### config.mk
export PLATFORM = sky130hd
export DESIGN_NAME = pakout_arb
export DESIGN_NICKNAME = d
export VERILOG_FILES = /design/src/rtl/pakout_arb_pkg.sv /design/src/rtl/pakout_arb_fifo.sv /design/src/rtl/pakout_arb.sv
export SDC_FILE = /design/constraint.sdc
export NUM_CORES = 1
export LEC_CHECK = 0
export ABC_AREA = 1
export CAP_MARGIN = 40
export CORE_MARGIN = 2
export CORE_UTILIZATION = 57
export DETAILED_ROUTE_END_ITERATION = 12
export PLACE_DENSITY = 0.75
export RECOVER_POWER = 100
export SLEW_MARGIN = 15
export SYNTH_ARGS = -nofsm -noshare
export SYNTH_HDL_FRONTEND = slang
export SYNTH_HIERARCHICAL = 1
export SYNTH_SLANG_ARGS = --single-unit
### constraint.sdc
create_clock -name i_clk -period 2.86 [get_ports i_clk]
set_input_delay 0.286 -clock i_clk [delete_from_list [all_inputs] [get_ports i_clk]]
set_output_delay 0.286 -clock i_clk [all_outputs]
set_load 0.02 [all_outputs]
### src/rtl/pakout_arb_pkg.sv
// Shared types, default sizes and size helpers for the pakout_arb packetiser.
package pakout_arb_pkg;

  // Default network sizes used when the instantiating level does not override them.
  localparam int NS_PACKET_SIZE       = 8;
  localparam int NS_MESSAGE_FIFO_SIZE = 4;
  localparam int NS_ADDRESS_SIZE      = 8;
  localparam int NS_DATA_SIZE         = 16;

  // Output serialiser states.
  typedef enum logic [1:0] {
    ST_IDLE     = 2'd0,
    ST_SEND     = 2'd1,
    ST_WAIT_LOW = 2'd2
  } snd_state_e;

  // Number of PSZ-bit packets needed to carry an MSZ-bit message.
  function automatic int npak_f(input int msz, input int psz);
    return (msz + psz - 1) / psz;
  endfunction

  // Width of a channel index; never less than one bit.
  function automatic int csz_f(input int nch);
    return (nch > 1) ? $clog2(nch) : 1;
  endfunction

endpackage

### src/rtl/pakout_arb_fifo.sv
// pak_fifo: synchronous FIFO of 2**FSZ words of W bits. The head word is read
// straight out of the registered storage, so it is valid whenever empty is low.
module pakout_arb_fifo #(
  parameter int W   = 8,
  parameter int FSZ = 4
) (
  input  logic         clk,
  input  logic         reset,
  input  logic         push,
  input  logic         pop,
  input  logic [W-1:0] wdata,
  output logic [W-1:0] rdata,
  output logic         full,
  output logic         empty
);
  localparam int DEPTH = 2 ** FSZ;
  localparam int CW    = FSZ + 1;

  logic [W-1:0]   mem_q [DEPTH];
  logic [FSZ-1:0] wr_q, wr_d;
  logic [FSZ-1:0] rd_q, rd_d;
  logic [CW-1:0]  cnt_q, cnt_d;
  logic           push_s, pop_s;

  assign full   = (cnt_q == CW'(DEPTH));
  assign empty  = (cnt_q == {CW{1'b0}});
  // A full FIFO refuses a push even if a pop happens in the same cycle.
  assign push_s = push & ~full;
  assign pop_s  = pop & ~empty;
  assign rdata  = mem_q[rd_q];

  // Pointer and occupancy update; pointers wrap naturally at the depth.
  always_comb begin
    wr_d  = wr_q;
    rd_d  = rd_q;
    cnt_d = cnt_q;
    if (push_s) begin
      wr_d = wr_q + FSZ'(1);
    end else begin
      wr_d = wr_q;
    end
    if (pop_s) begin
      rd_d = rd_q + FSZ'(1);
    end else begin
      rd_d = rd_q;
    end
    case ({push_s, pop_s})
      2'b10:   cnt_d = cnt_q + CW'(1);
      2'b01:   cnt_d = cnt_q - CW'(1);
      default: cnt_d = cnt_q;
    endcase
  end

  // Control state registers with synchronous active-low reset.
  always_ff @(posedge clk) begin
    if (!reset) begin
      wr_q  <= {FSZ{1'b0}};
      rd_q  <= {FSZ{1'b0}};
      cnt_q <= {CW{1'b0}};
    end else begin
      wr_q  <= wr_d;
      rd_q  <= rd_d;
      cnt_q <= cnt_d;
    end
  end

  // Data storage; contents are don't-care until written so no reset is needed.
  always_ff @(posedge clk) begin
    if (push_s) begin
      mem_q[wr_q] <= wdata;
    end
  end

endmodule

### src/rtl/pakout_arb.sv
// pakout_arb: round-robin multi-channel message packetiser for the NS network.
// Optional build macro NS_PAKOUT_SRC_TAG_EN prefixes each message with a header
// packet carrying the source channel index.
module pakout_arb
  import pakout_arb_pkg::*;
#(
  parameter int NCH = 2,
  parameter int PSZ = NS_PACKET_SIZE,
  parameter int FSZ = NS_MESSAGE_FIFO_SIZE,
  parameter int ASZ = NS_ADDRESS_SIZE,
  parameter int DSZ = NS_DATA_SIZE
) (
  input  logic                     i_clk,
  input  logic                     reset,
  output logic                     ready,
  input  logic [NCH-1:0]           rcv_req,
  input  logic [NCH*(ASZ+DSZ)-1:0] rcv_msg,
  output logic [NCH-1:0]           rcv_ack,
  output logic                     snd_req,
  output logic [PSZ-1:0]           snd_out_pak,
  output logic                     snd_last,
  input  logic                     snd_ack
);
  localparam int MSZ  = ASZ + DSZ;
  localparam int NPAK = npak_f(MSZ, PSZ);
  localparam int CSZ  = csz_f(NCH);
  localparam int BSZ  = NPAK * PSZ;
`ifdef NS_PAKOUT_SRC_TAG_EN
  localparam int NTOT = NPAK + 1;
  localparam int FW   = CSZ + MSZ;
`else
  localparam int NTOT = NPAK;
  localparam int FW   = MSZ;
`endif
  localparam int SW = NTOT * PSZ;
  localparam int IW = (NTOT > 1) ? $clog2(NTOT) : 1;
  localparam logic [IW-1:0] LAST_IDX = IW'(NTOT - 1);

  logic           ready_q, ready_d;
  logic [NCH-1:0] ack_q, ack_d;
  logic [CSZ-1:0] ptr_q, ptr_d;
  logic           found_s, gnt_s;
  logic [CSZ-1:0] gnt_idx_s;
  logic [MSZ-1:0] gnt_msg_s;
  logic [FW-1:0]  push_data_s;
  logic [FW-1:0]  fifo_head_s;
  logic           fifo_full_s, fifo_empty_s, pop_s;
  logic [BSZ-1:0] body_s;
  logic [SW-1:0]  load_s;
  snd_state_e     state_q, state_d;
  logic [SW-1:0]  shift_q, shift_d;
  logic [IW-1:0]  idx_q, idx_d;
  logic           snd_req_q, snd_req_d;
  logic           snd_last_q, snd_last_d;

  // Channel examined at offset k from the round-robin pointer.
  function automatic int rr_chan(input logic [CSZ-1:0] p, input int k);
    return (int'(p) + k) % NCH;
  endfunction

  assign ready_d = 1'b1;

  // Round-robin search for the first eligible channel at or after the pointer.
  always_comb begin
    found_s   = 1'b0;
    gnt_idx_s = {CSZ{1'b0}};
    gnt_msg_s = {MSZ{1'b0}};
    for (int k = 0; k < NCH; k++) begin
      if (!found_s && rcv_req[rr_chan(ptr_q, k)] && !ack_q[rr_chan(ptr_q, k)]) begin
        found_s   = 1'b1;
        gnt_idx_s = CSZ'(rr_chan(ptr_q, k));
        gnt_msg_s = rcv_msg[rr_chan(ptr_q, k)*MSZ +: MSZ];
      end else begin
        found_s = found_s;
      end
    end
    // No grants before initialisation completes or while the FIFO is full.
    gnt_s = found_s & ready_q & ~fifo_full_s;
  end

  // Acknowledge regs follow the 4-phase protocol; pointer moves past the winner.
  always_comb begin
    ack_d = ack_q & rcv_req;
    ptr_d = ptr_q;
    if (gnt_s) begin
      ack_d[gnt_idx_s] = 1'b1;
      ptr_d            = CSZ'((int'(gnt_idx_s) + 1) % NCH);
    end else begin
      ptr_d = ptr_q;
    end
  end

`ifdef NS_PAKOUT_SRC_TAG_EN
  assign push_data_s = {gnt_idx_s, gnt_msg_s};
`else
  assign push_data_s = gnt_msg_s;
`endif

  pakout_arb_fifo #(
    .W   (FW),
    .FSZ (FSZ)
  ) u_fifo (
    .clk   (i_clk),
    .reset (reset),
    .push  (gnt_s),
    .pop   (pop_s),
    .wdata (push_data_s),
    .rdata (fifo_head_s),
    .full  (fifo_full_s),
    .empty (fifo_empty_s)
  );

`ifdef NS_PAKOUT_SRC_TAG_EN
  logic [PSZ-1:0] hdr_s;

  // Shift-register image: header packet, then message MSB-aligned with zero pad.
  always_comb begin
    body_s               = {BSZ{1'b0}};
    body_s[BSZ-1 -: MSZ] = fifo_head_s[MSZ-1:0];
    hdr_s                = {PSZ{1'b0}};
    hdr_s[CSZ-1:0]       = fifo_head_s[FW-1 -: CSZ];
    load_s               = {hdr_s, body_s};
  end
`else
  // Shift-register image: message MSB-aligned with zero pad on the LSB side.
  always_comb begin
    body_s               = {BSZ{1'b0}};
    body_s[BSZ-1 -: MSZ] = fifo_head_s[MSZ-1:0];
    load_s               = body_s;
  end
`endif

  // Serialiser FSM: pop a message, then one full 4-phase handshake per packet.
  always_comb begin
    state_d    = state_q;
    shift_d    = shift_q;
    idx_d      = idx_q;
    snd_req_d  = snd_req_q;
    snd_last_d = snd_last_q;
    pop_s      = 1'b0;
    case (state_q)
      ST_IDLE: begin
        if (ready_q && !fifo_empty_s) begin
          pop_s      = 1'b1;
          shift_d    = load_s;
          idx_d      = {IW{1'b0}};
          snd_req_d  = 1'b1;
          snd_last_d = (LAST_IDX == {IW{1'b0}});
          state_d    = ST_SEND;
        end else begin
          state_d = ST_IDLE;
        end
      end
      ST_SEND: begin
        if (snd_ack) begin
          snd_req_d  = 1'b0;
          snd_last_d = 1'b0;
          state_d    = ST_WAIT_LOW;
        end else begin
          state_d = ST_SEND;
        end
      end
      ST_WAIT_LOW: begin
        if (!snd_ack) begin
          if (idx_q == LAST_IDX) begin
            state_d = ST_IDLE;
          end else begin
            shift_d    = shift_q << PSZ;
            idx_d      = idx_q + IW'(1);
            snd_req_d  = 1'b1;
            snd_last_d = ((idx_q + IW'(1)) == LAST_IDX);
            state_d    = ST_SEND;
          end
        end else begin
          state_d = ST_WAIT_LOW;
        end
      end
      default: begin
        state_d    = ST_IDLE;
        snd_req_d  = 1'b0;
        snd_last_d = 1'b0;
      end
    endcase
  end

  // All state registers; reset drops every handshake and the in-flight message.
  always_ff @(posedge i_clk) begin
    if (!reset) begin
      ready_q    <= 1'b0;
      ack_q      <= {NCH{1'b0}};
      ptr_q      <= {CSZ{1'b0}};
      state_q    <= ST_IDLE;
      shift_q    <= {SW{1'b0}};
      idx_q      <= {IW{1'b0}};
      snd_req_q  <= 1'b0;
      snd_last_q <= 1'b0;
    end else begin
      ready_q    <= ready_d;
      ack_q      <= ack_d;
      ptr_q      <= ptr_d;
      state_q    <= state_d;
      shift_q    <= shift_d;
      idx_q      <= idx_d;
      snd_req_q  <= snd_req_d;
      snd_last_q <= snd_last_d;
    end
  end

  assign ready       = ready_q;
  assign rcv_ack     = ack_q;
  assign snd_req     = snd_req_q;
  assign snd_last    = snd_last_q;
  assign snd_out_pak = shift_q[SW-1 -: PSZ];

endmodule
==> impl_metrics.csv <==
group,metric,value,unit
sta,fin_crit,2.628,ns
route,vias,12670,
die,die_y,186.0,um
yosys,synthTopCellsByArea,"edfxtp_1 (61%), dfxtp_1 (5.4%), mux2i_1 (5.1%), nand2_1 (4.8%), o211ai_1 (3.8%)",
sta,final_hold_viol_count,0,
critical_path,rrSetupSlack,0.23,ns
power,ir_drop,0.4343,mV
route,ant_nets,0,
route,drt_wl_total,45470,um
die,start_util,57.89,%
sta,final_max_slew_viol_count,0,
finish,regArea,12560,um2
route,post-route-drc-count,0,
finish,antennaDiodeCount,0,
yosys,synth_top_area_share,61.07,%
placed_design,hpwl,29530,um
placed_design,gp_congestion,0.9111,
yosys,syn_nets,1686,
route,viasPerCell,5.851,
die,die_width,186.0,um
power,powerDensity,894.4,nW/um2
sta,fmax,380.6,MHz
cts,clk_pin_slew,0.06,ns
yosys,ys_async_sr_fraction,0,%
cts,cts_tree,"yes",
critical_path,crit_end,"u_fifo/mem_q[1][22]",
placed_design,dpl.cell_count,2089,
cts,clock_path_buffers,3,
critical_path,cp_slowest_cell,"clkbuf_1",
critical_path,critPathLaunchType,"flop",
grt,grt_start_max_net_pins,87,
sta,rsz0062_at_grt,"false",
die,ios,66,
die,rows,66,
die,coreArea,32620,um2
sta,tns,0,ns
yosys,syn-instance-count,1623,
cts,clock_sink_count,435,
critical_path,cp-end-kind,"flop",
grt,grt_overflow,0,
sta,finClkSkew,0.01563,ns
critical_path,cp-startpoint,"u_fifo/cnt_q[1]",
yosys,yosys.area.top_type,"edfxtp_1",
critical_path,crit_fanout,11,
grt,first_global_vias,12170,
grt,antenna_found_initial,0,
critical_path,worstPathArrival,2.79,ns
yosys,synth_edf_count,384,
sta,worst_slew_pin_slew,1.203,ns
yosys,syn_area,18880,um2
yosys,ys_types,33,
grt,track_usage,26.54,%
route,drt-initial-drc-count,1212,
sta,slew_headroom,19.82,%
job,maxCapViolCount,0,
yosys,yosys_warnings,6,
cts,ctsHoldBuffers,0,
power,power.leakage,7.763,nW
die,dieArea,34600,um2
worst_hold_path,worstHoldStart,"snd_ack",
critical_path,r2r_end,"u_fifo/mem_q[1][22]",
critical_path,cp.required,3.02,ns
route,wl_per_cell,20.99,um
cts,ctsRootBufferMaster,"clkbuf_16",
finish,syn_to_final_growth,13.12,%
sta,period_share,91.87,%
cts,cts_setup_buffers,0,
finish,multi_input_area,5051,um2
finish,drive_gt1_share,7.483,%
cts,post_cts_resized,0,
yosys,synth_seq_cells,435,
finish,finalNetCount,1755,
worst_hold_path,whs_path_depth,3,
status,outcome,"finished, final reports clean",
yosys,ys_seq_area_share,66.48,%
grt,grt_first_pass_wirelength,68190,um
critical_path,crit_type,"flop to flop",
route,firstDrtPassIters,5,
placed_design,numPortBuffers,65,
finish,fillCellCount,2412,
critical_path,rr_worst_depth,9,
yosys,yosysMostFrequentCell,"edfxtp_1",
critical_path,crit_chain,"nor2_1 -> nand3_1 -> inv_1 -> nor2_1 -> nand2_1 -> inv_1 -> nand2_1 -> nor2_4 -> clkbuf_1",
finish,finalNonFillerCells,2166,
yosys,ys.flop_type,"edfxtp_1",
worst_hold_path,hold_class,"input port to flop",
critical_path,max_stage_delay,0.56,ns
cts,cts_buffers,43,
yosys,syn_area_per_cell,11.63,um2
cts,insertion_delay,0.54,ns
finish,fin_util,65.48,%
cts,ctsHtreeMaxLevel,2,
critical_path,r2r-start,"u_fifo/cnt_q[1]",
sta,finalSetupViolCount,0,
yosys,synth_commonest_cells,"edfxtp_1 (384), nand2_1 (243), inv_1 (170), o21ai_0 (143), a21oi_1 (117)",
worst max-delay path, delay by kind of cell (launching register included):
kind | cells | cell delay (ns)
flip-flops | 1 | 0.42
AND/OR/NAND/NOR | 6 | 0.98
buffers and inverters | 3 | 0.86
kinds of logic (layout without fill, tap and decap cells):
logic type,count (synthesis),count (layout),share of synthesized area [%]
compound gates,390,390,11.68
buf+inv,283,384,6.945
mux,96,96,5.089
fa+ha+maj,10,10,0.6626
xor+xnor,5,5,0.2319
flops,435,435,66.48
simple gates,404,404,8.913
layer usage:
metal  up-vias  GRT usage, %  routed length (um)
met5         -             0                   0
met4         0         10.11                1838
met3       109         4.676                3291
met2       504         45.10               22810
met1      6164         34.16               17530
li1       5896             -                   -
area by class of cell:
class / count / area share, %
clock buffers: 58 / 5.676
clock inverters: 19 / 0.5916
inverters: 179 / 3.146
multi-input cells: 905 / 23.65
flip-flops and latches: 435 / 58.80
well taps: 442 / 2.589
repair buffers: 128 / 5.553
report_power, final:
group | leakage (nW) | switching, mW | internal (mW)
clock | 0.662 | 2.28 | 3.06
sequential | 3.93 | 0.237 | 7.67
combinational | 3.17 | 3.96 | 1.90
total | 7.76 | 6.48 | 12.6
registers in the layout, indices dropped and copies added (netlist names), named ones only:
| name | count |
|---|---|
| u_fifo/mem_q | 384 |
| shift_q | 24 |
| u_fifo/cnt_q | 5 |
| u_fifo/rd_q | 4 |
| u_fifo/wr_q | 4 |
| idx_q | 2 |
| rcv_ack | 2 |
| state_q | 2 |
| ptr_q | 1 |
| ready | 1 |
| snd_last | 1 |
| snd_req | 1 |
stage by stage:
stage | setup WS (ns) | hold slack, ns | instance area, um2 | total power, mW
after floorplan | 0.2736 | 0.3137 | 18880 | 12.11
after global placement | 0.1987 | 0.4499 | 20310 | 13.77
after detailed placement | 0.2183 | 0.4572 | 20310 | 13.89
after CTS | 0.4988 | 0.3579 | 21650 | 19.19
after global routing | 0.08382 | 0.4159 | 21360 | 20.00
final | 0.2324 | 0.3689 | 21360 | 19.10
how the worst min path moves through the flow:
stage | slack (ns) | endpoint
CTS | 0.36 | state_q[1]
global route | 0.42 | state_q[1]
detailed placement | 0.46 | snd_last
finish | 0.37 | state_q[1]
global placement | 0.45 | shift_q[3]
floorplan | 0.31 | ready
layout by cell type, fill, tap and decap left out, drive strengths merged:
cell type | netlist | final
a21oi | 118 | 118
a31o | 1 | 1
buf | 63 | 39
bufinv | 0 | 1
clkbuf | 41 | 82
clkdlybuf4s50 | 0 | 51
clkinv | 2 | 17
clkinvlp | 0 | 2
dfxtp | 51 | 51
dlygate4sd3 | 0 | 14
edfxtp | 384 | 384
ha | 10 | 10
inv | 177 | 178
mux2i | 96 | 96
nand2 | 245 | 245
nand3 | 54 | 54
nand4 | 29 | 29
nor2 | 75 | 75
nor3 | 1 | 1
o211ai | 96 | 96
o21a | 1 | 1
o21ai | 174 | 174
xnor2 | 1 | 1
xor2 | 4 | 4
Note: power is estimated with default switching activity, not from simulation.
